### config.mk
export PLATFORM = sky130hd
export DESIGN_NAME = oport_arb_flat
export DESIGN_NICKNAME = d
export VERILOG_FILES = /design/src/rtl/oport_arb_if.sv /design/src/rtl/oport_arb.sv /design/src/flat_wrapper.sv
export SDC_FILE = /design/constraint.sdc
export NUM_CORES = 1
export LEC_CHECK = 0
export ABC_AREA = 1
export CAP_MARGIN = 20
export CORE_MARGIN = 2
export CORE_UTILIZATION = 47
export DETAILED_ROUTE_END_ITERATION = 10
export GPL_TIMING_DRIVEN = 0
export PLACE_DENSITY = 0.71
export REMOVE_ABC_BUFFERS = 1
export SKIP_LAST_GASP = 1
export SYNTH_ARGS = -nofsm -noshare
export SYNTH_HDL_FRONTEND = slang
export SYNTH_SLANG_ARGS = --single-unit
export TNS_END_PERCENT = 5
### constraint.sdc
create_clock -name i_clk -period 3.7 [get_ports i_clk]
set_clock_uncertainty 0.1 [all_clocks]
set_input_delay 0.37 -clock i_clk [delete_from_list [all_inputs] [get_ports i_clk]]
set_output_delay 0.37 -clock i_clk [all_outputs]
set_load 0.01 [all_outputs]
### src/rtl/oport_arb_if.sv
// Request/response bundle between the input-port requesters and one output-port arbiter.
// The arbiter connects through the slave modport; the requester side uses master.
interface oport_arb_if #(
  parameter int PORTNUM = 16
);
  localparam int PW = (PORTNUM > 1) ? $clog2(PORTNUM) : 1;

  logic [PORTNUM-1:0] i_req;
  logic               i_full;
  logic               i_done;
  logic [PORTNUM-1:0] o_resp;
  logic [PORTNUM-1:0] o_nresp;
  logic               o_port_ready;
  logic [PW-1:0]      o_owner;
  logic               o_owner_vld;
  logic               o_timeout;

  modport master (
    output i_req, i_full, i_done,
    input  o_resp, o_nresp, o_port_ready, o_owner, o_owner_vld, o_timeout
  );

  modport slave (
    input  i_req, i_full, i_done,
    output o_resp, o_nresp, o_port_ready, o_owner, o_owner_vld, o_timeout
  );
endinterface

### src/rtl/oport_arb.sv
// Round-robin output-port arbiter: grants one requester, holds the grant until
// done or timeout, then releases for one cycle and rotates priority past the owner.
module oport_arb #(
  parameter int PORTNUM = 16,
  parameter int TIMEOUT = 1024
) (
  input  logic       i_clk,
  input  logic       i_rst,
  oport_arb_if.slave bus
);
  localparam int PW  = (PORTNUM > 1) ? $clog2(PORTNUM) : 1;
  localparam int PW1 = PW + 1;
  localparam int CW  = $clog2(TIMEOUT + 1);

  localparam logic [1:0] S_IDLE = 2'd0;
  localparam logic [1:0] S_BUSY = 2'd1;
  localparam logic [1:0] S_REL  = 2'd2;

  logic [1:0]         state_q, state_d;
  logic [PW-1:0]      ptr_q, ptr_d;
  logic [PW-1:0]      owner_q, owner_d;
  logic [CW-1:0]      cnt_q, cnt_d;
  logic [PORTNUM-1:0] resp_q, resp_d;
  logic [PORTNUM-1:0] nresp_q, nresp_d;
  logic               vld_q, vld_d;
  logic               ready_q, ready_d;
  logic               tmo_q, tmo_d;
  logic [PW-1:0]      winner;

  // First set request bit at or after ptr, wrapping around the port range.
  function automatic logic [PW-1:0] rr_pick(input logic [PORTNUM-1:0] req,
                                            input logic [PW-1:0]      ptr);
    logic [PW-1:0] pick;
    logic [PW:0]   idx;
    logic          found;
    pick  = '0;
    found = 1'b0;
    for (int i = 0; i < PORTNUM; i++) begin
      idx = {1'b0, ptr} + PW1'(i);
      if (idx >= PW1'(PORTNUM)) idx = idx - PW1'(PORTNUM);
      if (!found && req[idx[PW-1:0]]) begin
        pick  = idx[PW-1:0];
        found = 1'b1;
      end
    end
    return pick;
  endfunction

  assign winner = rr_pick(bus.i_req, ptr_q);

  always_comb begin
    state_d = state_q;
    ptr_d   = ptr_q;
    owner_d = owner_q;
    cnt_d   = cnt_q;
    resp_d  = '0;
    nresp_d = '0;
    vld_d   = vld_q;
    tmo_d   = 1'b0;
    case (state_q)
      S_IDLE: begin
        if (bus.i_req != '0) begin
          if (bus.i_full) begin
            nresp_d = bus.i_req;
          end else begin
            resp_d[winner] = 1'b1;
            owner_d        = winner;
            vld_d          = 1'b1;
            cnt_d          = '0;
            state_d        = S_BUSY;
          end
        end
      end
      S_BUSY: begin
        cnt_d = cnt_q + CW'(1);
        // done takes precedence over a timeout landing in the same cycle
        if (bus.i_done) begin
          vld_d   = 1'b0;
          state_d = S_REL;
        end else if (cnt_q == CW'(TIMEOUT - 1)) begin
          vld_d   = 1'b0;
          tmo_d   = 1'b1;
          state_d = S_REL;
        end
      end
      S_REL: begin
        ptr_d   = (owner_q == PW'(PORTNUM - 1)) ? '0 : owner_q + PW'(1);
        vld_d   = 1'b0;
        state_d = S_IDLE;
      end
      default: state_d = S_IDLE;
    endcase
    ready_d = (state_d == S_IDLE) && !bus.i_full;
  end

  always_ff @(posedge i_clk) begin
    if (i_rst) begin
      state_q <= S_IDLE;
      ptr_q   <= '0;
      owner_q <= '0;
      cnt_q   <= '0;
      resp_q  <= '0;
      nresp_q <= '0;
      vld_q   <= 1'b0;
      ready_q <= 1'b0;
      tmo_q   <= 1'b0;
    end else begin
      state_q <= state_d;
      ptr_q   <= ptr_d;
      owner_q <= owner_d;
      cnt_q   <= cnt_d;
      resp_q  <= resp_d;
      nresp_q <= nresp_d;
      vld_q   <= vld_d;
      ready_q <= ready_d;
      tmo_q   <= tmo_d;
    end
  end

  assign bus.o_resp       = resp_q;
  assign bus.o_nresp      = nresp_q;
  assign bus.o_port_ready = ready_q;
  assign bus.o_owner      = owner_q;
  assign bus.o_owner_vld  = vld_q;
  assign bus.o_timeout    = tmo_q;
endmodule

### src/flat_wrapper.sv
// flat-port wrapper written by rule: the top's interface ports become plain ports
module oport_arb_flat 
#(
  parameter int PORTNUM = 16,
  parameter int TIMEOUT = 1024
)
  (i_clk, i_rst, bus_i_req, bus_i_full, bus_i_done, bus_o_resp, bus_o_nresp, bus_o_port_ready, bus_o_owner, bus_o_owner_vld, bus_o_timeout);
  oport_arb_if #(.PORTNUM(PORTNUM)) bus_i ();
  input  logic i_clk;
  input  logic i_rst;
  input wire logic [$bits(bus_i.i_req)-1:0] bus_i_req;
  input wire logic [$bits(bus_i.i_full)-1:0] bus_i_full;
  input wire logic [$bits(bus_i.i_done)-1:0] bus_i_done;
  output wire logic [$bits(bus_i.o_resp)-1:0] bus_o_resp;
  output wire logic [$bits(bus_i.o_nresp)-1:0] bus_o_nresp;
  output wire logic [$bits(bus_i.o_port_ready)-1:0] bus_o_port_ready;
  output wire logic [$bits(bus_i.o_owner)-1:0] bus_o_owner;
  output wire logic [$bits(bus_i.o_owner_vld)-1:0] bus_o_owner_vld;
  output wire logic [$bits(bus_i.o_timeout)-1:0] bus_o_timeout;
  assign bus_i.i_req = bus_i_req;
  assign bus_i.i_full = bus_i_full;
  assign bus_i.i_done = bus_i_done;
  assign bus_o_resp = bus_i.o_resp;
  assign bus_o_nresp = bus_i.o_nresp;
  assign bus_o_port_ready = bus_i.o_port_ready;
  assign bus_o_owner = bus_i.o_owner;
  assign bus_o_owner_vld = bus_i.o_owner_vld;
  assign bus_o_timeout = bus_i.o_timeout;
  oport_arb #(.PORTNUM(PORTNUM), .TIMEOUT(TIMEOUT)) u_core (.i_clk(i_clk), .i_rst(i_rst), .bus(bus_i));
endmodule
Word level (Yosys, flattened, before mapping)
Cells that the tools add are included.
{"block": "totals", "regBits": 56, "input_bits": 20, "out_inout_bits": 39, "wordCells": 227}
{"block": "op_classes", "n_addsub": 33, "magnitude_cmp": 34, "n_eq_ne": 7, "n_mux": 96, "bitwise": 4, "n_reduce_logical": 44}
{"op": "4-bit two-way mux", "n": 33}
{"op": "4-bit by 5-bit less-than comparator with 1-bit output, second input constant", "n": 17}
{"op": "5-bit >= comparator, second input constant", "n": 15}
{"op": "1-bit binary-select mux with 4-bit select", "n": 16}
{"op": "4-bit by 1-bit subtractor with 4-bit output, second input constant", "n": 16}
{"op": "4-bit by 4-bit adder with 5-bit output, second input constant", "n": 8}
{"op": "1-bit two-way mux", "n": 37}
{"op": "11-bit two-way mux", "n": 2}
{"op": "11-bit case mux with 2 select lines", "n": 1}
{"op": "4-bit by 3-bit adder with 5-bit output, second input constant", "n": 4}
{"op": "1-bit logical AND", "n": 17}
{"op": "1-bit zero test", "n": 16}
{"op": "16-bit nonzero test", "n": 1}
{"op": "11-bit by 1-bit adder with 11-bit output, second input constant", "n": 1}
{"op": "11-bit by 10-bit equality test with 1-bit output, second input constant", "n": 1}
{"op": "4-bit by 2-bit adder with 5-bit output, second input constant", "n": 2}
{"op": "2-bit two-way mux", "n": 4}
{"op": "4-bit OR reduction", "n": 2}
{"op": "3-bit AND reduction", "n": 2}
{"op": "4-bit by 1-bit adder with 5-bit output, second input constant", "n": 1}
{"op": "4-bit by 5-bit >= comparator with 1-bit output, second input constant", "n": 1}
{"op": "4-bit by 1-bit adder with 4-bit output, second input constant", "n": 1}
{"op": "1-bit demux with 4-bit select", "n": 1}
{"op": "4-bit equality test, second input constant", "n": 1}
{"op": "other kinds (14)", "n": 18}

Depth between registers and ports, before layout
Gate-level depths: netlist of the first run.
{"block": "depth", "word_depth": 54, "depth_mapped": 26, "ltp_nobuf": 24}

Least setup slack after synthesis of the first run
OpenSTA, ideal clock, no wires.
{"block": "synth_timing", "path_kind": "register to register", "start": "register u_core.ptr_q[1]", "end": "register u_core.resp_q[11] (netlist: u_core.bus.o_resp[11])", "arrival_ns": 3.046, "setup_slack_ns": 0.489, "stages_incl_launch_ff": 24, "path_buffers": 2, "synth_period_minus_slack_ns": 3.211, "path_cell_list": "dfxtp_1 > inv_1 > buf_2 > ha_1 > inv_2 > buf_2 > nand3_1 > nand3_1 > nand2_1 > nand2_2 > nand2_4 > nor2_4 > nand4_4 > nor2_4 > nand4_2 > nor2_4 > nand4_4 > nor2_4 > nand2_1 > nand3_2 > nand2_2 > nor2_4 > nand2_2 > nor2_1"}
{"block": "synth_via", "elab_chain_cells": 54, "elab_cells_between_ends": 161, "cone_classes": "31 x add/sub; 18 x order compare; 81 x mux; 31 x reduce/logical"}
{"item": "from (decl)", "line_no": "oport_arb.sv:20", "text": "logic [PW-1:0] ptr_q, ptr_d;"}
{"item": "from (signal assigned)", "line_no": "oport_arb.sv:109", "text": "ptr_q <= ptr_d;"}
{"item": "parallel branches: the longest is 49 deep, another holds 4-bit by 1-bit adder with 5-bit output"}
{"item": "4-bit two-way mux *", "line_no": "oport_arb.sv:41", "text": "if (!found && req[idx[PW-1:0]]) begin"}
{"item": "4-bit by 5-bit less-than comparator with 1-bit output (implied by the code) or 4-bit by 1-bit >= comparator with 1-bit output (tied branches)", "line_no": "oport_arb.sv:66", "text": "resp_d[winner] = 1'b1;"}
{"item": "1-bit logical AND (implied by the code)", "line_no": "oport_arb.sv:66"}
{"item": "1-bit two-way mux (implied by the code)", "line_no": "oport_arb.sv:66"}
{"item": "1-bit demux with 4-bit select *"}
{"item": "to (signal assigned)", "line_no": "oport_arb.sv:112", "text": "resp_q <= resp_d;"}
{"item": "to (decl)", "line_no": "oport_arb.sv:23", "text": "logic [PORTNUM-1:0] resp_q, resp_d;"}
Mark *: on every way between the ends. The select of a mux whose other input is x is not followed.
A chain may end at the register's enable or synchronous reset.

Final worst setup path of the first run
{"block": "layout_timing", "start": "register u_core.ptr_q[1]", "end": "register u_core.resp_q[3] (netlist: u_core.bus.o_resp[3])"}
Same word-level chain as after synthesis.

==> impl_results.md, run 1 <==
* CP required at 3860 ps
* Final setup viols at 0
* Share of layout cells above drive strength 1 at 13.0%
* Unique masters post-synth at 42
* Largest net degree at the start of global routing at 26
* Residual DRC at 0
* CP endpoint kind: flip-flop
* Clk slew on worst S/H paths at 100 ps
* Root Buffer: clkbuf_8
* Peak Freq at 0.297 GHz
* Routability congestion estimate at 0.956
* Mean post-synth cell area at 6.45 µm²
* Antenna diodes at 0
* Yosys warns at 0
* Fillcell total at 798
* PwrDens at 342 nW/µm²
* Status: complete, no violations
* Area leader, netlist: dfxtp_1
* DRT iter0 DRCs at 216
* Overall Global Routing Usage at 23.6%
* Min-Delay Path Class: flip-flop to flip-flop
* Final ANT Viol Nets at 0
* FF-to-FF setup slack at 330 ps
* CTS Hold Bufs at 0
* Grt peak-use layer: met2
* WS Path Type: flip-flop to flip-flop
* DR vias at 4215
* Max H-tree Level at 2
* Met3 Usage GRT at 3.40%
* Post-synth top flop: dfxtp_1
* Clock Latency Late Sink at 310 ps
* Worst Slack Setup Final at 332 ps
* IO Pins at 59
* RSZ-0062 raised after global routing: false
* Mapped cell area at 4060 µm²
* Detailed Route WL at 11.1 mm
* Vias in the first global route at 3995
* Max-cap violation count at 0
* Relative slew slack at 55.0%
* LEAKAGE at 2.31 nW
* Setup WS pre-CTS at -950 ps
* Worst slew pin tran at 670 ps
* Hold Fails Final Rpt at 0
* Crit-path max FO at 13
* GRT Residual Overflow at 0
* Number of port buffers at 58
* EDFF count, synth at 0
* Row Count at 33
* CTS tree: built
* Asr flop ratio synth at 0%
* CP top delay family: simple AND/OR/NAND/NOR gates
* Total CTS buffers at 5
* Global routing met2 resource utilization at 39.3%
* Commonest non-fill, non-tap cell in the layout: nand2_1
* Die W at 96.9 µm
* Yosys top cell area share at 27.6%
* Final cycle utilization of the critical path at 91.0%
* Initial antenna violation count at 0
* Avg WL per Cell at 13.9 µm
* Top cells by area, synth: dfxtp_1 (28%), nand3_1 (13%), nand2_1 (12%)
* Die ar. at 9400 µm²
* Cell Chain, Critical Path: clkinvlp_4 > ha_4 > inv_4 > nand3_1 > nand2_1 > nor2_1 > nor2_1 > nor2_1 > a21oi_2 > inv_2 > nor2_4 > nand4_2 > nor2_4 > nand4_4 > nor2_4 > nand2_1 > nand3_2 > nand2_2 > nor2_4 > nand2_2 > nor2_1
* Fin. max-slew vios at 0
* Sequential area share after synthesis at 27.6%
* Commonest non-fill, non-tap cells in the layout: nand2_1 (129), nand3_1 (103), nor2_1 (94)
* CTS sink count at 56
* #FFs+latches synth at 56
* Worst Setup Start Kind: flip-flop
* Nets at 723
* Buf/Inv on CP at 3
* Slowest stage delay, CP at 400 ps
* Minimum clock period at 3370 ps
* Slowest cell on crit path: dfxtp_4
* Crit path DAT at 3520 ps
* Global-route wire length before repair at 18.4 mm
* DP Wirelength at 8.48 mm
* Global routing usage on met1 at 31.7%
* Initial Util at 48.9%
* Gate count of the mapped netlist at 629
* Layout area overhead at 21.7%
* Peak VDD IR at 0.228 mV
* Die Ht at 96.9 µm
* Core area at 8300 µm²
* Power, Total at 1.69 mW
* Vias/cell at 5.29
* Bufs on Longest Clock Path at 2
* DRT Pass-1 Iters at 5
==> Yosys cell counts, drive strengths merged (3+ instances only) <==
master	instances
inv	87
nand3	112
xor2	6
nor2	104
o21ai	15
nor3	10
clkbuf	3
nand4	23
a21oi	17
buf	10
dfxtp	56
ha	12
nor3b	3
nand2	154
xnor2	3
==> power by group <==
group	switching, mW	internal (mW)
Sequential	0.0177	0.629
Combinational	0.425	0.213
Clock	0.202	0.205
==> flip-flops by register name, summed over array words and instances, names as in the netlist <==
name,flops
u_core.bus.o_nresp,16
u_core.bus.o_owner,4
u_core.bus.o_owner_vld,1
u_core.bus.o_port_ready,1
u_core.bus.o_resp,16
u_core.bus.o_timeout,1
u_core.cnt_q,11
u_core.ptr_q,4
u_core.state_q,2
==> routing by layer <==
| layer | vias up | part of all wire, % |
|---|---|---|
| li1 | 2170 | - |
| met4 | 0 | 1.5 |
| met5 | - | 0 |
| met1 | 1922 | 47 |
| met2 | 111 | 47 |
| met3 | 12 | 5.1 |
==> what timing repair did <==
action	4_1_cts	5_1_grt
endpoints found under the setup margin	20	20
resized for setup	11	7
hold endpoints to repair	0	0
setup buffers	2	8
==> metrics by stage <==
| stage | cell area, µm² | hold WS [ps] | std cells | TNS (ps) | util [%] |
|---|---|---|---|---|---|
| after CTS | 4850 | 391 | 789 | 0 | 58.4 |
| after detailed placement | 4680 | 375 | 779 | -17690 | 56.4 |
| after floorplan | 3970 | 339 | 616 | 0 | - |
| final | 4940 | 387 | 797 | 0 | 59.5 |
| after global placement | 4680 | 364 | 779 | -16840 | 56.4 |
| after global routing | 4940 | 423 | 797 | 0 | 59.5 |
==> cells by family after synthesis <==
| group | Yosys count | synth area share [%] |
|---|---|---|
| simple gates | 411 | 49.4 |
| buf+inv | 100 | 10.4 |
| flops | 56 | 27.6 |
| compound gates | 41 | 5.89 |
| fa+ha+maj | 12 | 3.70 |
| xor+xnor | 9 | 3.05 |
==> layout make-up <==
| type | count | area (µm²) | area share (%) |
|---|---|---|---|
| Clock inverter | 3 | 46.3 | 0.937 |
| Sequential cell | 56 | 1130 | 22.9 |
| Timing Repair Buffer | 68 | 659 | 13.3 |
| Clock buffer | 5 | 68.8 | 1.39 |
| Inverter | 87 | 338 | 6.84 |
| Tap cell | 105 | 131 | 2.66 |
| Multi-Input combinational cell | 473 | 2560 | 51.9 |
==> worst reg2reg max path, delay by kind of cell (launching register included) <==
| family | cells | cell delay (ps) |
|---|---|---|
| AO/OA/AOI/OAI | 1 | 220 |
| AND/OR/NAND/NOR | 16 | 1850 |
| buffers and inverters | 3 | 440 |
| adder cells (fa/ha/maj) | 1 | 330 |
| flip-flops | 1 | 400 |
==> final timing paths <==
kind | startpoint | to | depth (start not counted)
worst min-delay path | u_core.cnt_q[2] | u_core.cnt_q[2] | 2
worst min register to register | u_core.cnt_q[2] | u_core.cnt_q[2] | 2
worst max register to register | u_core.ptr_q[1] | u_core.bus.o_resp[3] | 21
worst max-delay path | u_core.ptr_q[1] | u_core.bus.o_resp[3] | 21
No activity file was read; power rests on OpenSTA's default activity.
==> run 2: changes to the inputs <==
==> constraint.sdc (replaced) <==
create_clock -name i_clk -period 3.2 [get_ports i_clk]
set_clock_uncertainty 0.1 [all_clocks]
set_input_delay 0.32 -clock i_clk [delete_from_list [all_inputs] [get_ports i_clk]]
set_output_delay 0.32 -clock i_clk [all_outputs]
set_load 0.01 [all_outputs]
==> run 2 against run 1 <==
  * The run now ends with setup timing left
  * Sequential power is 15% higher
  * Final cell count rose by 1.9%
  * Die area stayed put
  * Sequential share of layout area is 1.4 points lower
  * Register-to-register slack lost 420 ps
  * Setup slack got worse by 420 ps
  * Clock power rose by 16%
  * Global-route usage grew 1.5 points
  * Total power up 23%
  * Largest cell class unchanged
  * Largest power group is now combinational cells
  * Highest routed layer unchanged
==> impl_results.md, run 2 (same netlist as run 1, synthesis figures left out) <==
* Status: finished with violations (was complete, no violations)
* Failing checks: setup timing
* Design area at 5280 µm² (was 4940 µm²)
* RSZ-0062 raised after global routing: true (was false)
* Total CTS buffers at 5 (unchanged)
* Max-cap violation count at 0 (unchanged)
* Final hold slack at 387 ps (about the same)
* Fin util at 63.6% (was 59.5%)
* Number of port buffers at 58 (unchanged)
* Power, Total at 2.07 mW (was 1.69 mW)
* Met3 wire len at 784 µm (was 562 µm)
* IO Pins at 59 (unchanged)
* Root Buffer: clkbuf_8 (unchanged)
* Worst Slack Setup Final at -85.9 ps (was 332 ps)
* Initial antenna violation count at 0 (unchanged)
* LEAKAGE at 2.42 nW (was 2.31 nW)
* Minimum clock period at 3290 ps (was 3370 ps)
* CTS sink count at 56 (unchanged)
* Row Count at 33 (unchanged)
* Vias/cell at 5.35 (was 5.29)
* Overall Global Routing Usage at 25.0% (was 23.6%)
* Worst r2r src: u_core.ptr_q[1] (unchanged)
* Fin. max-slew vios at 0 (unchanged)
* DR vias at 4342 (was 4215)
* Final cycle utilization of the critical path at 103% (was 91.0%)
* Worst slew pin tran at 674 ps (was 670 ps)
* Most Frequent Cell on Critical Path: nor2_4
* CP endpoint kind: flip-flop (unchanged)
* Post-route setup TNS at -583 ps (was 0 ps)
* Clock Latency Late Sink at 310 ps (about the same)
* Routability congestion estimate at 0.956 (unchanged)
* Sw frac at 38.6% (was 38.1%)
* Core area at 8300 µm² (unchanged)
* CP required at 3350 ps (was 3860 ps)
* Vias in the first global route at 4171 (was 3995)
* Cell Chain, Critical Path: clkinvlp_4 > ha_4 > buf_12 > nand3_2 > nand3_2 > nand2_2 > nand2_2 > nand2_4 > nor2_4 > nand4_4 > nor2_4 > nand4_4 > nor2_4 > nand4_4 > nor2_4 > nand4_1 > inv_2 > nor2_4 > buf_4 > o21ai_2 (was clkinvlp_4 > ha_4 > inv_4 > nand3_1 > nand2_1 > nor2_1 > nor2_1 > nor2_1 > a21oi_2 > inv_2 > nor2_4 > nand4_2 > nor2_4 > nand4_4 > nor2_4 > nand2_1 > nand3_2 > nand2_2 > nor2_4 > nand2_2 > nor2_1)
* Met2 wire len at 5.40 mm (was 5.16 mm)
* Peak VDD IR at 0.267 mV (was 0.228 mV)
* Commonest non-fill, non-tap cells in the layout: nand2_1 (121), nand3_1 (95), nor2_1 (84) (was nand2_1 (129), nand3_1 (103), nor2_1 (94))
* Min-delay src: u_core.cnt_q[2] (unchanged)
* Max H-tree Level at 2 (unchanged)
* CTS tree: built (unchanged)
* Non-filler cells, final at 812 (was 797)
* Relative slew slack at 54.8% (was 55.0%)
* Detailed Route WL at 11.7 mm (was 11.1 mm)
* Wl on met1 at 5.11 mm (was 5.17 mm)
* GRT Residual Overflow at 0 (unchanged)
* Slowest cell on crit path: ha_4 (was dfxtp_4)
* Switching pwr at 0.801 mW (was 0.644 mW)
* Setup WS pre-CTS at -1450 ps (was -950 ps)
* Slowest stage delay, CP at 400 ps (about the same)
* Top layer in use: met4 (unchanged)
* PwrDens at 393 nW/µm² (was 342 nW/µm²)
* Die W at 96.9 µm (unchanged)
* DRT Pass-1 Iters at 5 (unchanged)
* Crit path DAT at 3440 ps (was 3520 ps)
* Sequential share of power at 36.0% (was 38.2%)
* WS Path Type: flip-flop to flip-flop (unchanged)
* DP Wirelength at 8.48 mm (unchanged)
* Final setup viols at 17 (was 0)
* Min-Delay Path Class: flip-flop to flip-flop (unchanged)
* Residual DRC at 0 (unchanged)
* Peak Freq at 0.304 GHz (was 0.297 GHz)
* Layout area overhead at 30.0% (was 21.7%)
* Comb pwr share at 41.3% (was 37.7%)
* DRT iter0 DRCs at 283 (was 216)
* Largest net degree at the start of global routing at 19 (was 26)
* Initial Util at 48.9% (unchanged)
* Internal power at 1.27 mW (was 1.05 mW)
* Clock power share at 22.7% (was 24.1%)
* Antenna diodes at 0 (unchanged)
* Die ar. at 9400 µm² (unchanged)
* Bufs on Longest Clock Path at 2 (unchanged)
* Worst Setup Start Kind: flip-flop (unchanged)
* Global-route wire length before repair at 19.4 mm (was 18.4 mm)
* Hold Fails Final Rpt at 0 (unchanged)
* Nets at 738 (was 723)
* Die Ht at 96.9 µm (unchanged)
* Final ANT Viol Nets at 0 (unchanged)
* CTS Hold Bufs at 0 (unchanged)
* Fillcell total at 758 (was 798)
* Share of layout cells above drive strength 1 at 19.8% (was 13.0%)
* Crit-path max FO at 7 (was 13)
* Clk slew on worst S/H paths at 100 ps (about the same)
* Crit. Startpoint: u_core.ptr_q[1] (unchanged)
* Avg WL per Cell at 14.4 µm (was 13.9 µm)
* Commonest non-fill, non-tap cell in the layout: nand2_1 (unchanged)
* Post-place instance area at 4680 µm² (unchanged)
* Cells after DPL at 779 (unchanged)
[run 2: layout make-up]
class	instances	area, µm²	share of cell area (%)
multi-input combinational	473	2760	52.3
sequential	56	1130	21.5
timing repair buffer	83	785	14.9
inverter	87	352	6.66
tap	105	131	2.49
clock buffer	5	68.8	1.30
clock inverter	3	46.3	0.877
[run 2: layer usage]
| layer | up-vias | global-route usage (%) |
|---|---|---|
| li1 | 2196 | - |
| met1 | 1964 | 32.6 |
| met2 | 153 | 41.8 |
| met3 | 29 | 3.83 |
| met4 | 0 | 9.53 |
| met5 | - | 0 |
[run 2: path summary, 6_finish.rpt]
check             depth (start not counted)                     to  slack, ps
setup reg to reg                         20  u_core.bus.o_owner[2]        -90
hold reg to reg                           2        u_core.cnt_q[2]        390
setup / recovery                         20  u_core.bus.o_owner[2]        -90
hold / removal                            2        u_core.cnt_q[2]        390
[run 2: critical path: cells and delay by family (launching register included)]
kind                     cells  cell delay, ps
flip-flops                   1             380
AO/OA/AOI/OAI                1              90
AND/OR/NAND/NOR             14            1680
adder cells (fa/ha/maj)      1             400
buffers and inverters        4             570
[run 2: power groups by stage]
stage          Combinational (mW)  Clock [mW]  Sequential [mW]
6_report                    0.856       0.471            0.746
5_1_grt                     0.946       0.512            0.750
4_1_cts                     0.778       0.484            0.746
3_5_place_dp                0.689           0            0.774
3_3_place_gp                0.683           0            0.774
2_1_floorplan               0.468           0            0.779
[run 2: repair_timing]
item                                   CTS  global route
pin swaps                               11            20
resized for setup                       37            31
setup endpoints to repair               20            20
endpoints found under the hold margin    0             0
buffers inserted                        21             4
==> run 3: changes to the inputs <==
--- a/config.mk
+++ b/config.mk
@@ -11,7 +11,7 @@
 export CORE_UTILIZATION = 47
 export DETAILED_ROUTE_END_ITERATION = 10
 export GPL_TIMING_DRIVEN = 0
-export PLACE_DENSITY = 0.71
+export PLACE_DENSITY = 0.73
 export REMOVE_ABC_BUFFERS = 1
 export SKIP_LAST_GASP = 1
 export SYNTH_ARGS = -nofsm -noshare
==> constraint.sdc (replaced) <==
create_clock -name i_clk -period 2.78 [get_ports i_clk]
set_clock_uncertainty 0.1 [all_clocks]
set_input_delay 0.278 -clock i_clk [delete_from_list [all_inputs] [get_ports i_clk]]
set_output_delay 0.278 -clock i_clk [all_outputs]
set_load 0.01 [all_outputs]
==> run 3 against run 2 <==
  * The flow still finishes with violations (setup timing)
  * Core utilization grew 2.4 points
  * Clock-buffer cell count is the same
  * Combinational power grew 25%
  * First-iteration DRC count grew 41%
  * Sequential share of layout area shrank 0.78 points
  * Flip-flop and latch count is the same
  * Total power grew 16%
  * Via count grew 4.7%
  * Register-to-register slack lost 420 ps
  * Worst hold slack gained 2.6 ps
  * Sequential power grew 15%
  * Fmax is essentially flat
  * Highest routed layer unchanged
==> impl_results.md, run 3 (same netlist as run 1, synthesis figures left out) <==
* Clk slew on worst S/H paths at 110 ps (was 100 ps)
* Most Frequent Cell on Critical Path: nand3_1 (was nor2_4)
* Antenna diodes at 0 (unchanged)
* PwrDens at 437 nW/µm² (was 393 nW/µm²)
* Final setup viols at 20 (was 17)
* FF-to-FF setup slack at -500 ps (was -90 ps)
* Layout area overhead at 34.9% (was 30.0%)
* IO Pins at 59 (unchanged)
* Routability congestion estimate at 0.949 (was 0.956)
* Fin util at 66.0% (was 63.6%)
* Total CTS buffers at 5 (unchanged)
* WS Path Type: flip-flop to flip-flop (unchanged)
* Power, Total at 2.40 mW (was 2.07 mW)
* Final ANT Viol Nets at 0 (unchanged)
* Share of layout cells above drive strength 1 at 22.7% (was 19.8%)
* Die W at 96.9 µm (unchanged)
* Top layer in use: met4 (unchanged)
* Die ar. at 9400 µm² (unchanged)
* Bufs on Longest Clock Path at 2 (unchanged)
* Max-cap violation count at 0 (unchanged)
* Failing checks: setup timing (unchanged)
* DRT iter0 DRCs at 400 (was 283)
* Vias/cell at 5.52 (was 5.35)
* CTS tree: built (unchanged)
* Multi-input gate area at 2870 µm² (was 2760 µm²)
* GRT Residual Overflow at 0 (unchanged)
* Status: finished with violations (unchanged)
* Detailed Route WL at 12.4 mm (was 11.7 mm)
* Minimum clock period at 3280 ps (was 3290 ps)
* Final cycle utilization of the critical path at 118% (was 103%)
* Number of port buffers at 58 (unchanged)
* Slowest stage delay, CP at 380 ps (was 400 ps)
* Vias in the first global route at 4216 (was 4171)
* Core area at 8300 µm² (unchanged)
* Cell Chain, Critical Path: clkinvlp_4 > ha_4 > xnor2_4 > nand3_1 > nand3_2 > nand2_4 > nand4_4 > nor2_4 > buf_4 > nand3_1 > nand3_1 > nor2_1 > nand3_1 > nor2_1 > nand3_1 > nor2_2 > buf_4 > nand4_1 > nand2_2 > nor2_1 (was clkinvlp_4 > ha_4 > buf_12 > nand3_2 > nand3_2 > nand2_2 > nand2_2 > nand2_4 > nor2_4 > nand4_4 > nor2_4 > nand4_4 > nor2_4 > nand4_4 > nor2_4 > nand4_1 > inv_2 > nor2_4 > buf_4 > o21ai_2)
* Avg WL per Cell at 15.0 µm (was 14.4 µm)
* Root Buffer: clkbuf_8 (unchanged)
* Slowest cell on crit path: dfxtp_4 (was ha_4)
* Fin. max-slew vios at 0 (unchanged)
* LEAKAGE at 2.50 nW (was 2.42 nW)
* Relative slew slack at 52.5% (was 54.8%)
* CTS Hold Bufs at 0 (unchanged)
* Crit path DAT at 3410 ps (was 3440 ps)
* DP Wirelength at 8.53 mm (was 8.48 mm)
* Largest net degree at the start of global routing at 20 (was 19)
* Commonest non-fill, non-tap cells in the layout: nand2_1 (118), nand3_1 (85), nor2_1 (82) (was nand2_1 (121), nand3_1 (95), nor2_1 (84))
* Initial antenna violation count at 0 (unchanged)
* Worst Setup Start Kind: flip-flop (unchanged)
* RSZ-0062 raised after global routing: true (unchanged)
* Met3 wire len at 803 µm (was 784 µm)
* Peak VDD IR at 0.381 mV (was 0.267 mV)
* Clock Latency Late Sink at 320 ps (was 310 ps)
* Row Count at 33 (unchanged)
* Hold Fails Final Rpt at 0 (unchanged)
* CTS sink count at 56 (unchanged)
* DR vias at 4546 (was 4342)
* Worst Slack Setup Final at -504 ps (was -85.9 ps)
* Commonest non-fill, non-tap cell in the layout: nand2_1 (unchanged)
* Residual DRC at 0 (unchanged)
* Overall Global Routing Usage at 24.8% (was 25.0%)
* CP endpoint kind: flip-flop (unchanged)
* CP required at 2900 ps (was 3350 ps)
* Nets at 750 (was 738)
* Initial Util at 48.9% (unchanged)
* Register area at 1130 µm² (unchanged)
* Global-route wire length before repair at 19.5 mm (was 19.4 mm)
* DRT Pass-1 Iters at 5 (unchanged)
* Die Ht at 96.9 µm (unchanged)
* Worst slew pin tran at 707 ps (was 674 ps)
* Wl on met1 at 5.39 mm (was 5.11 mm)
* Max H-tree Level at 2 (unchanged)
* Crit-path max FO at 7 (unchanged)
* Min-Delay Path Class: flip-flop to flip-flop (unchanged)
* Fillcell total at 729 (was 758)
* Met2 wire len at 5.91 mm (was 5.40 mm)
* Peak Freq at 0.305 GHz (was 0.304 GHz)
-- run 3: final timing paths --
path,from,to,depth (start not counted)
max,u_core.ptr_q[1],u_core.bus.o_resp[7],20
min,u_core.cnt_q[2],u_core.cnt_q[2],2
min reg2reg,u_core.cnt_q[2],u_core.cnt_q[2],2
max reg2reg,u_core.ptr_q[1],u_core.bus.o_resp[7],20
-- run 3: layout make-up --
class / instances / area share [%]
multi-input cells: 473 / 52.5
flip-flops and latches: 56 / 20.7
repair buffers: 95 / 16.2
inverters: 87 / 6.46
well taps: 105 / 2.40
clock buffers: 5 / 1.26
clock inverters: 3 / 0.502
-- run 3: stage by stage --
stage / hold WS [ps] / instances / TNS (ps) / worst slack [ps] / cell area, µm²
final: 390 / 824 / -8990 / -504 / 5480
after global routing: 421 / 824 / -12730 / -681 / 5480
after CTS: 390 / 815 / -6440 / -367 / 5150
after detailed placement: 372 / 779 / -34380 / -1760 / 4680
after global placement: 364 / 779 / -33750 / -1730 / 4680
after floorplan: 247 / 616 / -15860 / -834 / 3970
-- run 3: worst max-delay path: cells and delay by family (launching register included) --
family        cells  cell delay (ps)
flops             1              380
xor+xnor          1              330
fa+ha+maj         1              240
simple gates     15             1730
buf+inv           3              420
-- run 3: layer usage --
metal,vias up,GRT usage [%]
met2,188,41.7
met4,0,8.45
li1,2221,-
met5,-,0
met3,28,3.76
met1,2109,32.5
-- run 3: what timing repair did --
item | CTS | global route
setup buffers | 28 | 10
gates resized for setup | 38 | 55
pin swaps | 17 | 33
setup endpoints to repair | 20 | 21
-- run 3: where the power goes --
part	switching (mW)	internal [mW]	total, mW	leakage [nW]
clock network	0.285	0.186	0.471	0.0463
logic	0.671	0.395	1.07	2.00
registers	0.0227	0.837	0.860	0.457
total	0.978	1.42	2.40	2.50
